**src/rtl/sram_arbiter_if.sv**
```systemverilog
// Bus bundle between the IF/LS requesters, the arbiter and the unified single-port sram.
// The arbiter uses the slave view; the requester/sram side uses the master view.
interface sram_arbiter_if #(
  parameter int ADDR_W = 64,
  parameter int DATA_W = 64
);
  logic              if_req;
  logic [ADDR_W-1:0] if_addr;
  logic              if_gnt;
  logic              if_rvalid;
  logic [DATA_W-1:0] if_rdata;
  logic              if_err;

  logic              ls_req;
  logic [7:0]        ls_we;
  logic [ADDR_W-1:0] ls_addr;
  logic [DATA_W-1:0] ls_wdata;
  logic              ls_gnt;
  logic              ls_rvalid;
  logic [DATA_W-1:0] ls_rdata;
  logic              ls_err;

  logic              mem_en;
  logic [7:0]        mem_we;
  logic [ADDR_W-1:0] mem_addr;
  logic [DATA_W-1:0] mem_wdata;
  logic [DATA_W-1:0] mem_rdata;

  modport slave (
    input  if_req, if_addr, ls_req, ls_we, ls_addr, ls_wdata, mem_rdata,
    output if_gnt, if_rvalid, if_rdata, if_err,
    output ls_gnt, ls_rvalid, ls_rdata, ls_err,
    output mem_en, mem_we, mem_addr, mem_wdata
  );

  modport master (
    output if_req, if_addr, ls_req, ls_we, ls_addr, ls_wdata, mem_rdata,
    input  if_gnt, if_rvalid, if_rdata, if_err,
    input  ls_gnt, ls_rvalid, ls_rdata, ls_err,
    input  mem_en, mem_we, mem_addr, mem_wdata
  );
endinterface

```
**src/rtl/sram_arbiter.sv**
```systemverilog
// Round-robin arbiter sharing one single-port sram between instruction fetch (IF) and load/store (LS).
// Out-of-window or unaligned accesses are answered locally with an error flag and never reach the sram.
module sram_arbiter #(
  parameter int              ADDR_W    = 64,
  parameter int              DATA_W    = 64,
  parameter logic [ADDR_W-1:0] MEM_BASE  = 64'h0000_0000_8000_0000,
  parameter logic [ADDR_W-1:0] MEM_BYTES = 64'h0000_0000_0800_0000
) (
  input  logic           clk,
  input  logic           rst_n,
  sram_arbiter_if.slave  bus
);
  typedef enum logic {OWN_IF = 1'b0, OWN_LS = 1'b1} own_e;

  own_e              r_rr_last;
  logic              r_rsp_vld;
  own_e              r_rsp_own;
  logic              r_rsp_err;
  logic              r_rsp_wr;

  logic              w_if_gnt;
  logic              w_ls_gnt;
  logic              w_any_gnt;
  logic [ADDR_W-1:0] w_addr;
  logic              w_ok;
  logic              w_en;
  logic [DATA_W-1:0] w_rsp_data;

  // Grants are held low during reset so every output is quiet while rst_n is asserted.
  always_comb begin
    w_if_gnt  = rst_n & bus.if_req & (~bus.ls_req | (r_rr_last == OWN_LS));
    w_ls_gnt  = rst_n & bus.ls_req & (~bus.if_req | (r_rr_last == OWN_IF));
    w_any_gnt = w_if_gnt | w_ls_gnt;
    if (w_ls_gnt) begin
      w_addr = bus.ls_addr;
    end else begin
      w_addr = bus.if_addr;
    end
    w_ok = (w_addr >= MEM_BASE) && ((w_addr - MEM_BASE) < MEM_BYTES) && (w_addr[2:0] == 3'd0);
    w_en = w_any_gnt & w_ok;
  end

  always_comb begin
    bus.if_gnt    = w_if_gnt;
    bus.ls_gnt    = w_ls_gnt;
    bus.mem_en    = w_en;
    bus.mem_addr  = w_en ? w_addr : '0;
    bus.mem_we    = (w_en && w_ls_gnt) ? bus.ls_we : 8'h00;
    bus.mem_wdata = (w_en && w_ls_gnt) ? bus.ls_wdata : '0;
  end

  // Writes and errored accesses return zero data; only clean reads forward the sram word.
  always_comb begin
    if (r_rsp_vld && !r_rsp_err && !r_rsp_wr) begin
      w_rsp_data = bus.mem_rdata;
    end else begin
      w_rsp_data = '0;
    end
    bus.if_rvalid = r_rsp_vld & (r_rsp_own == OWN_IF);
    bus.ls_rvalid = r_rsp_vld & (r_rsp_own == OWN_LS);
    bus.if_err    = bus.if_rvalid & r_rsp_err;
    bus.ls_err    = bus.ls_rvalid & r_rsp_err;
    bus.if_rdata  = bus.if_rvalid ? w_rsp_data : '0;
    bus.ls_rdata  = bus.ls_rvalid ? w_rsp_data : '0;
  end

  always_ff @(posedge clk or negedge rst_n) begin
    if (!rst_n) begin
      r_rr_last <= OWN_IF;
      r_rsp_vld <= 1'b0;
      r_rsp_own <= OWN_IF;
      r_rsp_err <= 1'b0;
      r_rsp_wr  <= 1'b0;
    end else begin
      r_rsp_vld <= w_any_gnt;
      r_rsp_own <= w_ls_gnt ? OWN_LS : OWN_IF;
      r_rsp_err <= w_any_gnt & ~w_ok;
      r_rsp_wr  <= w_ls_gnt & (bus.ls_we != 8'h00);
      if (w_any_gnt) begin
        r_rr_last <= w_ls_gnt ? OWN_LS : OWN_IF;
      end else begin
        r_rr_last <= r_rr_last;
      end
    end
  end

  sram_arbiter_chk #(.ADDR_W(ADDR_W)) u_chk (
    .clk     (clk),
    .rst_n   (rst_n),
    .if_req  (bus.if_req),
    .if_gnt  (w_if_gnt),
    .if_addr (bus.if_addr),
    .ls_req  (bus.ls_req),
    .ls_gnt  (w_ls_gnt),
    .ls_addr (bus.ls_addr)
  );
endmodule

// A waiting requester may withdraw, but must not move its address while still requesting.
module sram_arbiter_chk #(
  parameter int ADDR_W = 64
) (
  input logic              clk,
  input logic              rst_n,
  input logic              if_req,
  input logic              if_gnt,
  input logic [ADDR_W-1:0] if_addr,
  input logic              ls_req,
  input logic              ls_gnt,
  input logic [ADDR_W-1:0] ls_addr
);
  a_if_addr_stable: assert property (@(posedge clk) disable iff (!rst_n)
    (if_req && !if_gnt) |=> (!if_req || (if_addr == $past(if_addr))))
    else $error("if_addr changed while waiting for grant");

  a_ls_addr_stable: assert property (@(posedge clk) disable iff (!rst_n)
    (ls_req && !ls_gnt) |=> (!ls_req || (ls_addr == $past(ls_addr))))
    else $error("ls_addr changed while waiting for grant");
endmodule

```
**src/flat_wrapper.sv**
```systemverilog
// flat-port wrapper written by rule: the top's interface ports become plain ports
module sram_arbiter_flat 
#(
  parameter int              ADDR_W    = 64,
  parameter int              DATA_W    = 64,
  parameter logic [ADDR_W-1:0] MEM_BASE  = 64'h0000_0000_8000_0000,
  parameter logic [ADDR_W-1:0] MEM_BYTES = 64'h0000_0000_0800_0000
)
  (clk, rst_n, bus_if_req, bus_if_addr, bus_ls_req, bus_ls_we, bus_ls_addr, bus_ls_wdata, bus_mem_rdata, bus_if_gnt, bus_if_rvalid, bus_if_rdata, bus_if_err, bus_ls_gnt, bus_ls_rvalid, bus_ls_rdata, bus_ls_err, bus_mem_en, bus_mem_we, bus_mem_addr, bus_mem_wdata);
  sram_arbiter_if #(.ADDR_W(ADDR_W), .DATA_W(DATA_W)) bus_i ();
  input  logic clk;
  input  logic rst_n;
  input wire logic [$bits(bus_i.if_req)-1:0] bus_if_req;
  input wire logic [$bits(bus_i.if_addr)-1:0] bus_if_addr;
  input wire logic [$bits(bus_i.ls_req)-1:0] bus_ls_req;
  input wire logic [$bits(bus_i.ls_we)-1:0] bus_ls_we;
  input wire logic [$bits(bus_i.ls_addr)-1:0] bus_ls_addr;
  input wire logic [$bits(bus_i.ls_wdata)-1:0] bus_ls_wdata;
  input wire logic [$bits(bus_i.mem_rdata)-1:0] bus_mem_rdata;
  output wire logic [$bits(bus_i.if_gnt)-1:0] bus_if_gnt;
  output wire logic [$bits(bus_i.if_rvalid)-1:0] bus_if_rvalid;
  output wire logic [$bits(bus_i.if_rdata)-1:0] bus_if_rdata;
  output wire logic [$bits(bus_i.if_err)-1:0] bus_if_err;
  output wire logic [$bits(bus_i.ls_gnt)-1:0] bus_ls_gnt;
  output wire logic [$bits(bus_i.ls_rvalid)-1:0] bus_ls_rvalid;
  output wire logic [$bits(bus_i.ls_rdata)-1:0] bus_ls_rdata;
  output wire logic [$bits(bus_i.ls_err)-1:0] bus_ls_err;
  output wire logic [$bits(bus_i.mem_en)-1:0] bus_mem_en;
  output wire logic [$bits(bus_i.mem_we)-1:0] bus_mem_we;
  output wire logic [$bits(bus_i.mem_addr)-1:0] bus_mem_addr;
  output wire logic [$bits(bus_i.mem_wdata)-1:0] bus_mem_wdata;
  assign bus_i.if_req = bus_if_req;
  assign bus_i.if_addr = bus_if_addr;
  assign bus_i.ls_req = bus_ls_req;
  assign bus_i.ls_we = bus_ls_we;
  assign bus_i.ls_addr = bus_ls_addr;
  assign bus_i.ls_wdata = bus_ls_wdata;
  assign bus_i.mem_rdata = bus_mem_rdata;
  assign bus_if_gnt = bus_i.if_gnt;
  assign bus_if_rvalid = bus_i.if_rvalid;
  assign bus_if_rdata = bus_i.if_rdata;
  assign bus_if_err = bus_i.if_err;
  assign bus_ls_gnt = bus_i.ls_gnt;
  assign bus_ls_rvalid = bus_i.ls_rvalid;
  assign bus_ls_rdata = bus_i.ls_rdata;
  assign bus_ls_err = bus_i.ls_err;
  assign bus_mem_en = bus_i.mem_en;
  assign bus_mem_we = bus_i.mem_we;
  assign bus_mem_addr = bus_i.mem_addr;
  assign bus_mem_wdata = bus_i.mem_wdata;
  sram_arbiter #(.ADDR_W(ADDR_W), .DATA_W(DATA_W), .MEM_BASE(MEM_BASE), .MEM_BYTES(MEM_BYTES)) u_core (.clk(clk), .rst_n(rst_n), .bus(bus_i));
endmodule
```
**config.mk**
```make
export PLATFORM = sky130hd
export DESIGN_NAME = sram_arbiter_flat
export DESIGN_NICKNAME = d
export VERILOG_FILES = /design/src/rtl/sram_arbiter_if.sv /design/src/rtl/sram_arbiter.sv /design/src/flat_wrapper.sv
export SDC_FILE = /design/constraint.sdc
export NUM_CORES = 1
export LEC_CHECK = 0
export ABC_AREA = 1
export CAP_MARGIN = 5
export CORE_AREA = 2 2 212 214
export CTS_CLUSTER_DIAMETER = 100
export CTS_CLUSTER_SIZE = 8
export DETAILED_ROUTE_END_ITERATION = 16
export DIE_AREA = 0 0 214 216
export GPL_TIMING_DRIVEN = 0
export PLACE_DENSITY = 0.4
export SLEW_MARGIN = 15
export SYNTH_ARGS = -nofsm -noshare
export SYNTH_HDL_FRONTEND = slang
export SYNTH_SLANG_ARGS = --single-unit
```
**constraint.sdc**
```tcl
create_clock -name clk -period 8.6 [get_ports clk]
set_input_delay 1.72 -clock clk [delete_from_list [all_inputs] [get_ports clk]]
set_output_delay 1.72 -clock clk [all_outputs]
set_load 0.02 [all_outputs]
```
; Yosys cells after proc, flatten, opt, wreduce, memory -nomap -nowiden
; Index checks and enable logic that the tools add are counted.
[word_totals]
regBits = 5
in_bits = 268
output_inout_bits = 271
word_cells = 44
[classes]
add_sub_neg = 1
n_lt_le_gt_ge = 2
muxes = 8
bitwise_logic = 19
reduce_logical = 9
[op_table]
columns = op, count
row1 = $mux 64, 6
row2 = $ge 64x32->1 const B, 1
row3 = $lt 64x28->1 const B, 1
row4 = $sub 64x32->64 const B, 1
row5 = $and 1x1->1, 11
row6 = $mux 8, 1
row7 = $reduce_bool 8->1, 1
row8 = $logic_and 1x1->1, 5
row9 = $not 1->1, 5
row10 = $logic_not 3->1, 1
row11 = $or 1x1->1, 3
row12 = $logic_not 1->1, 2
row13 = $mux 1, 1

; Longest topological paths before layout
[logic_depth]
depth_word = 11
mapped_depth = 19
mapped_depth_nobuf = 17

; Worst setup path before layout
; OpenSTA, ideal clock, no wires.
[synth_path]
path_kind = input to output
startpoint = input rst_n
endpoint = output bus_mem_addr[20]
t_arrival_ps = 3860
t_required_ps = 6880
setup_slack_ps = 3020
path_stages = 19
n_path_buf = 2
cell_sequence = nand2_2 clkinv_4 nand2_4 buf_6 nand2_1 nand2_1 ha_1 nor2_1 nand2_1 nor2_1 nand3_1 nor2_1 nand3_1 nor2_1 nand2_1 nor2_2 nand3_2 buf_2 nor2_1
[synth_between]
elab_chain_cells = 9
word_cells_on_any_way = 14
cone_classes = add/sub (1) / order compare (2) / mux (2) / bitwise (6) / reduce/logical (3)
[synth_rtl]
columns = element, line_no
row1 = from (decl), flat_wrapper.sv:12  ; input logic rst_n;
row2 = $and 1x1->1 (2 in series), sram_arbiter.sv:32  ; w_ls_gnt = rst_n & bus.ls_req & (~bus.if_req | (r_rr_last == OWN_IF));
row3 = $mux 64, sram_arbiter.sv:34  ; if (w_ls_gnt) begin
row4 = $sub 64x32->64, sram_arbiter.sv:39  ; w_ok = (w_addr >= MEM_BASE) && ((w_addr - MEM_BASE) < MEM_BYTES) && (w_addr[2:0] == 3'd0);
row5 = $lt 64x28->1, sram_arbiter.sv:39
row6 = $logic_and 1x1->1 (2 in series), sram_arbiter.sv:39
row7 = $and 1x1->1, sram_arbiter.sv:40  ; w_en = w_any_gnt & w_ok;
row8 = $mux 64 *, sram_arbiter.sv:47  ; bus.mem_addr = w_en ? w_addr : '0;
row9 = to (decl), flat_wrapper.sv:30  ; output wire logic [$bits(bus_i.mem_addr)-1:0] bus_mem_addr;
; Mark *: on every way between the ends. The rest lies on a longest branch, timed or not.

; Worst setup path after layout
[layout_path]
startpoint = input rst_n
endpoint = output bus_mem_wdata[7]
[layout_between]
elab_chain_cells = 10
word_cells_on_any_way = 15
cone_classes = add/sub (1) / order compare (2) / mux (2) / bitwise (6) / reduce/logical (4)
[layout_rtl]
columns = element, line_no
row1 = $and 1x1->1 (2 in series), sram_arbiter.sv:32
row2 = $mux 64, sram_arbiter.sv:34
row3 = $sub 64x32->64, sram_arbiter.sv:39
row4 = $lt 64x28->1, sram_arbiter.sv:39
row5 = $logic_and 1x1->1 (2 in series), sram_arbiter.sv:39
row6 = $and 1x1->1, sram_arbiter.sv:40
row7 = $logic_and 1x1->1 *, sram_arbiter.sv:49  ; bus.mem_wdata = (w_en && w_ls_gnt) ? bus.ls_wdata : '0;
row8 = $mux 64 *, sram_arbiter.sv:49
row9 = to (decl), flat_wrapper.sv:31  ; output wire logic [$bits(bus_i.mem_wdata)-1:0] bus_mem_wdata;
; Marked as above.

==> results_dict.tcl <==
set metrics [dict create \
    crit_top_cell "nor2_1" \
    cts_tree "done" \
    skew_ns 0.00235 \
    period_needed_ns 7.70 \
    power.leakage_nw 4.82 \
    final_cells 2068 \
    max_slew.worst_pin.slew_ns 0.974 \
    ys_ff_latch 5 \
    syn-mean-instance-area_um2 4.65 \
    place_inst 2062 \
    core-area_mm2 0.0438 \
    cp.required_ns 6.88 \
    busiest_layer "met2" \
    die-area_mm2 0.0462 \
    synth_cells 933 \
    ff2ff_path_depth 16 \
    maxSlewHeadroom_pct 35.1 \
    status "finished clean" \
    swShare_pct 45.3 \
    rr_endpoint "u_core.r_rsp_err$_DFF_PN0_" \
    boundaryPins 539 \
    ys_seq_area_share_pct 2.88 \
    cp_slowest_cell "clkdlybuf4s50_1" \
    p_per_area_mw_per_mm2 49.4 \
    cts_hold_buffers 0 \
    grt_pass1_wl_mm 50.2 \
    numCtsBuffers 3 \
    clkTransAtPathRegs_ns 0.03 \
    via_per_inst 3.63 \
    drc 0 \
    hold_path.startpoint "u_core.r_rr_last$_DFFE_PN0P_" \
    die_h_um 216 \
    drv_cap 0 \
    r2r_slack_ns 5.84 \
    min_period_over_period_pct 89.5 \
    clk_latency_ns 0.23 \
    peakVddDrop_mv 0.0454 \
    ctsResizeCount 0 \
    holdPathStages 2 \
    post_cts_buffers 0 \
    drive_above_1_share_pct 5.56 \
    cp_max_fo 10 \
    setup_ws_ns 0.902 \
    yosys_warnings 0 \
    cts_root_buffer "clkbuf_16" \
    drt-pass1-iter-count 5 \
    ys_types 30 \
    fin_util_pct 23.5 \
    nets 1744 \
    die_x_um 214 \
    routed_wl_mm 36.0 \
    grt_max_degree 12 \
    path_cells "clkdlybuf4s50_1 > nand2_2 > clkinv_4 > buf_2 > nand3b_1 > nand2_1 > nand2_1 > nor2_1 > nand2_1 > nor2_1 > nor2_1 > nor2_1 > nand2_1 > nor2_1 > nand2_1 > nor2_2 > nand3_2 > buf_2 > nor2_1 > clkdlybuf4s50_1" \
    p_switching_w 0.000231 \
    path_buf_inv 5 \
    antenna_found_initial 5 \
    crit_type "in2out" \
    power_frac_comb_pct 79.6 \
    hold_viol_final 0 \
    use_met1_pct 17.4 \
    initial_core_util_pct 9.90 \
    slew_violations 0 \
    met3_usage_pct 4.17 \
    max_freq_ghz 0.130 \
    overflow 0 \
    rr_startpoint "u_core.r_rr_last$_DFFE_PN0P_" \
    drtAntennaViolNets 0 \
    clk_path_buf_depth 2 \
    synthToLayoutAreaGrowth_pct 138 \
    fillers 5035 \
    use_met2_pct 26.5 \
    grt.total_usage_pct 14.5 \
    num_rows 77 \
    synth_area_mm2 0.00434 \
    startpoint_type "input port" \
    hold_ws_ns 0.606 \
    vias 7498 \
    min_to "u_core.r_rr_last$_DFFE_PN0P_" \
    critPathTopFamily "simple AND/OR/NAND/NOR gates" \
    fin_setup_tns_ns 0 \
    rsz0062_at_grt "no" \
    p_clk_share_pct 14.9 \
    place_hpwl_mm 32.3 \
    htreeDepth 1 \
    intPower_w 0.000279 \
    p_seq_share_pct 5.5 \
    grt_pass1_vias 7332 \
    max_stage_delay_ns 0.67 \
    port_buffers 500 \
    end_kind "output port" \
    crit_arrival_ns 5.98 \
    setup_violations 0 \
    post-place-ws_ns 0.771 \
    hp-class "reg2reg" \
    wl_per_cell_um 17.4 \
    place_congestion 0.941 \
    drtIter0Drc 359 \
    cts_sinks 5 \
]
==> power groups by stage <==
stage / clock (W) / combinational, W / sequential, W
2_1_floorplan: 0 / 0.000188 / 0.0000279
3_3_place_gp: 0 / 0.000407 / 0.0000282
3_5_place_dp: 0 / 0.000406 / 0.0000282
4_1_cts: 0.0000765 / 0.000407 / 0.0000280
5_1_grt: 0.0000791 / 0.000441 / 0.0000282
6_report: 0.0000758 / 0.000406 / 0.0000280
==> stage by stage <==
step	cell area [µm²]	power, W
finish	10300	0.000510
global placement	10200	0.000435
CTS	10300	0.000512
global route	10300	0.000548
detailed placement	10200	0.000434
floorplan	4480	0.000215
==> worst max path at each step <==
stage                             endpoint   from  slack [ns]  cells past startpoint
after floorplan           bus_mem_addr[20]  rst_n        3.02                     19
after global placement    bus_mem_wdata[7]  rst_n        0.77                     20
after detailed placement  bus_mem_wdata[7]  rst_n        0.77                     20
after CTS                 bus_mem_wdata[7]  rst_n        0.74                     20
after global routing         bus_mem_we[4]  rst_n        0.35                     19
final                     bus_mem_wdata[7]  rst_n        0.90                     20
==> cells by family after synthesis <==
group / after synthesis / share of synthesized area (%)
buffers and inverters: 302 / 30.6
adder cells (fa/ha/maj): 1 / 0.288
other: 1 / 0.0864
AND/OR/NAND/NOR: 580 / 58.1
flip-flops: 5 / 2.88
multiplexers: 24 / 5.54
XOR/XNOR: 2 / 0.404
AO/OA/AOI/OAI: 18 / 2.13
==> routing by layer <==
| metal | up-vias | routed length [µm] |
|---|---|---|
| met5 | - | 27 |
| met3 | 17 | 2910 |
| met4 | 4 | 327 |
| li1 | 3794 | - |
| met1 | 3363 | 15100 |
| met2 | 320 | 17600 |
==> Yosys cell counts (all sizes together) <==
cell type / count / area (µm²)
a21oi: 5 / 25.0
buf: 63 / 425
clkbuf: 28 / 105
clkinv: 1 / 8.76
conb: 1 / 3.75
dfrtp: 5 / 125
ha: 1 / 12.5
inv: 210 / 788
mux2i: 24 / 240
nand2: 218 / 841
nand3: 30 / 160
nand3b: 21 / 158
nand4: 2 / 12.5
nor2: 178 / 688
nor3: 128 / 641
nor4: 2 / 12.5
o21ai: 12 / 60.1
o21bai: 1 / 7.51
or2: 1 / 6.26
xnor2: 1 / 8.76
xor2: 1 / 8.76
==> worst register-to-register path, cell delays in order, from the launching register on <==
cell and delay, ns:
dfrtp_1 0.39, nand2_4 0.15, inv_2 0.05, nor2_2 0.47, nand2_1 0.11, nand2_1 0.16, ha_1 0.25, nor2_1 0.12
nand2_1 0.06, nor2_1 0.16, nand3_1 0.10, nor2_1 0.12, nand3_1 0.07, nor2_1 0.08, nand2_1 0.07, nor2_2 0.19
a21oi_1 0.10
==> area by class of cell <==
cell class,instances,area [µm²],share of cell area [%]
tap,592,741,7.19
antenna,2,5.00,0.0486
clock buffer,4,78.8,0.765
buffer,91,531,5.15
sequential,5,125,1.21
multi-input combinational,663,3020,29.3
timing repair buffer,500,5000,48.6
inverter,211,797,7.73
==> placed cells by master, fill, tap and decap left out, drive strengths merged <==
master           n
nor2           178
nor4             2
nand4            2
mux2i           24
nor3           128
diode            2
o21ai           12
nand3b          21
o21bai           1
nand2          218
xor2             1
conb            38
dfrtp            5
inv            210
xnor2            1
a21oi            5
ha               1
clkdlybuf4s50  500
nand3           30
clkinv           1
clkbuf          32
or2              1
buf             63
==> registers in the layout, summed over array words and instances (netlist names) <==
name,cells
u_core.r_rr_last,1
u_core.r_rsp_err,1
u_core.r_rsp_own,1
u_core.r_rsp_vld,1
u_core.r_rsp_wr,1
Note: power is estimated with default switching activity, not from simulation.
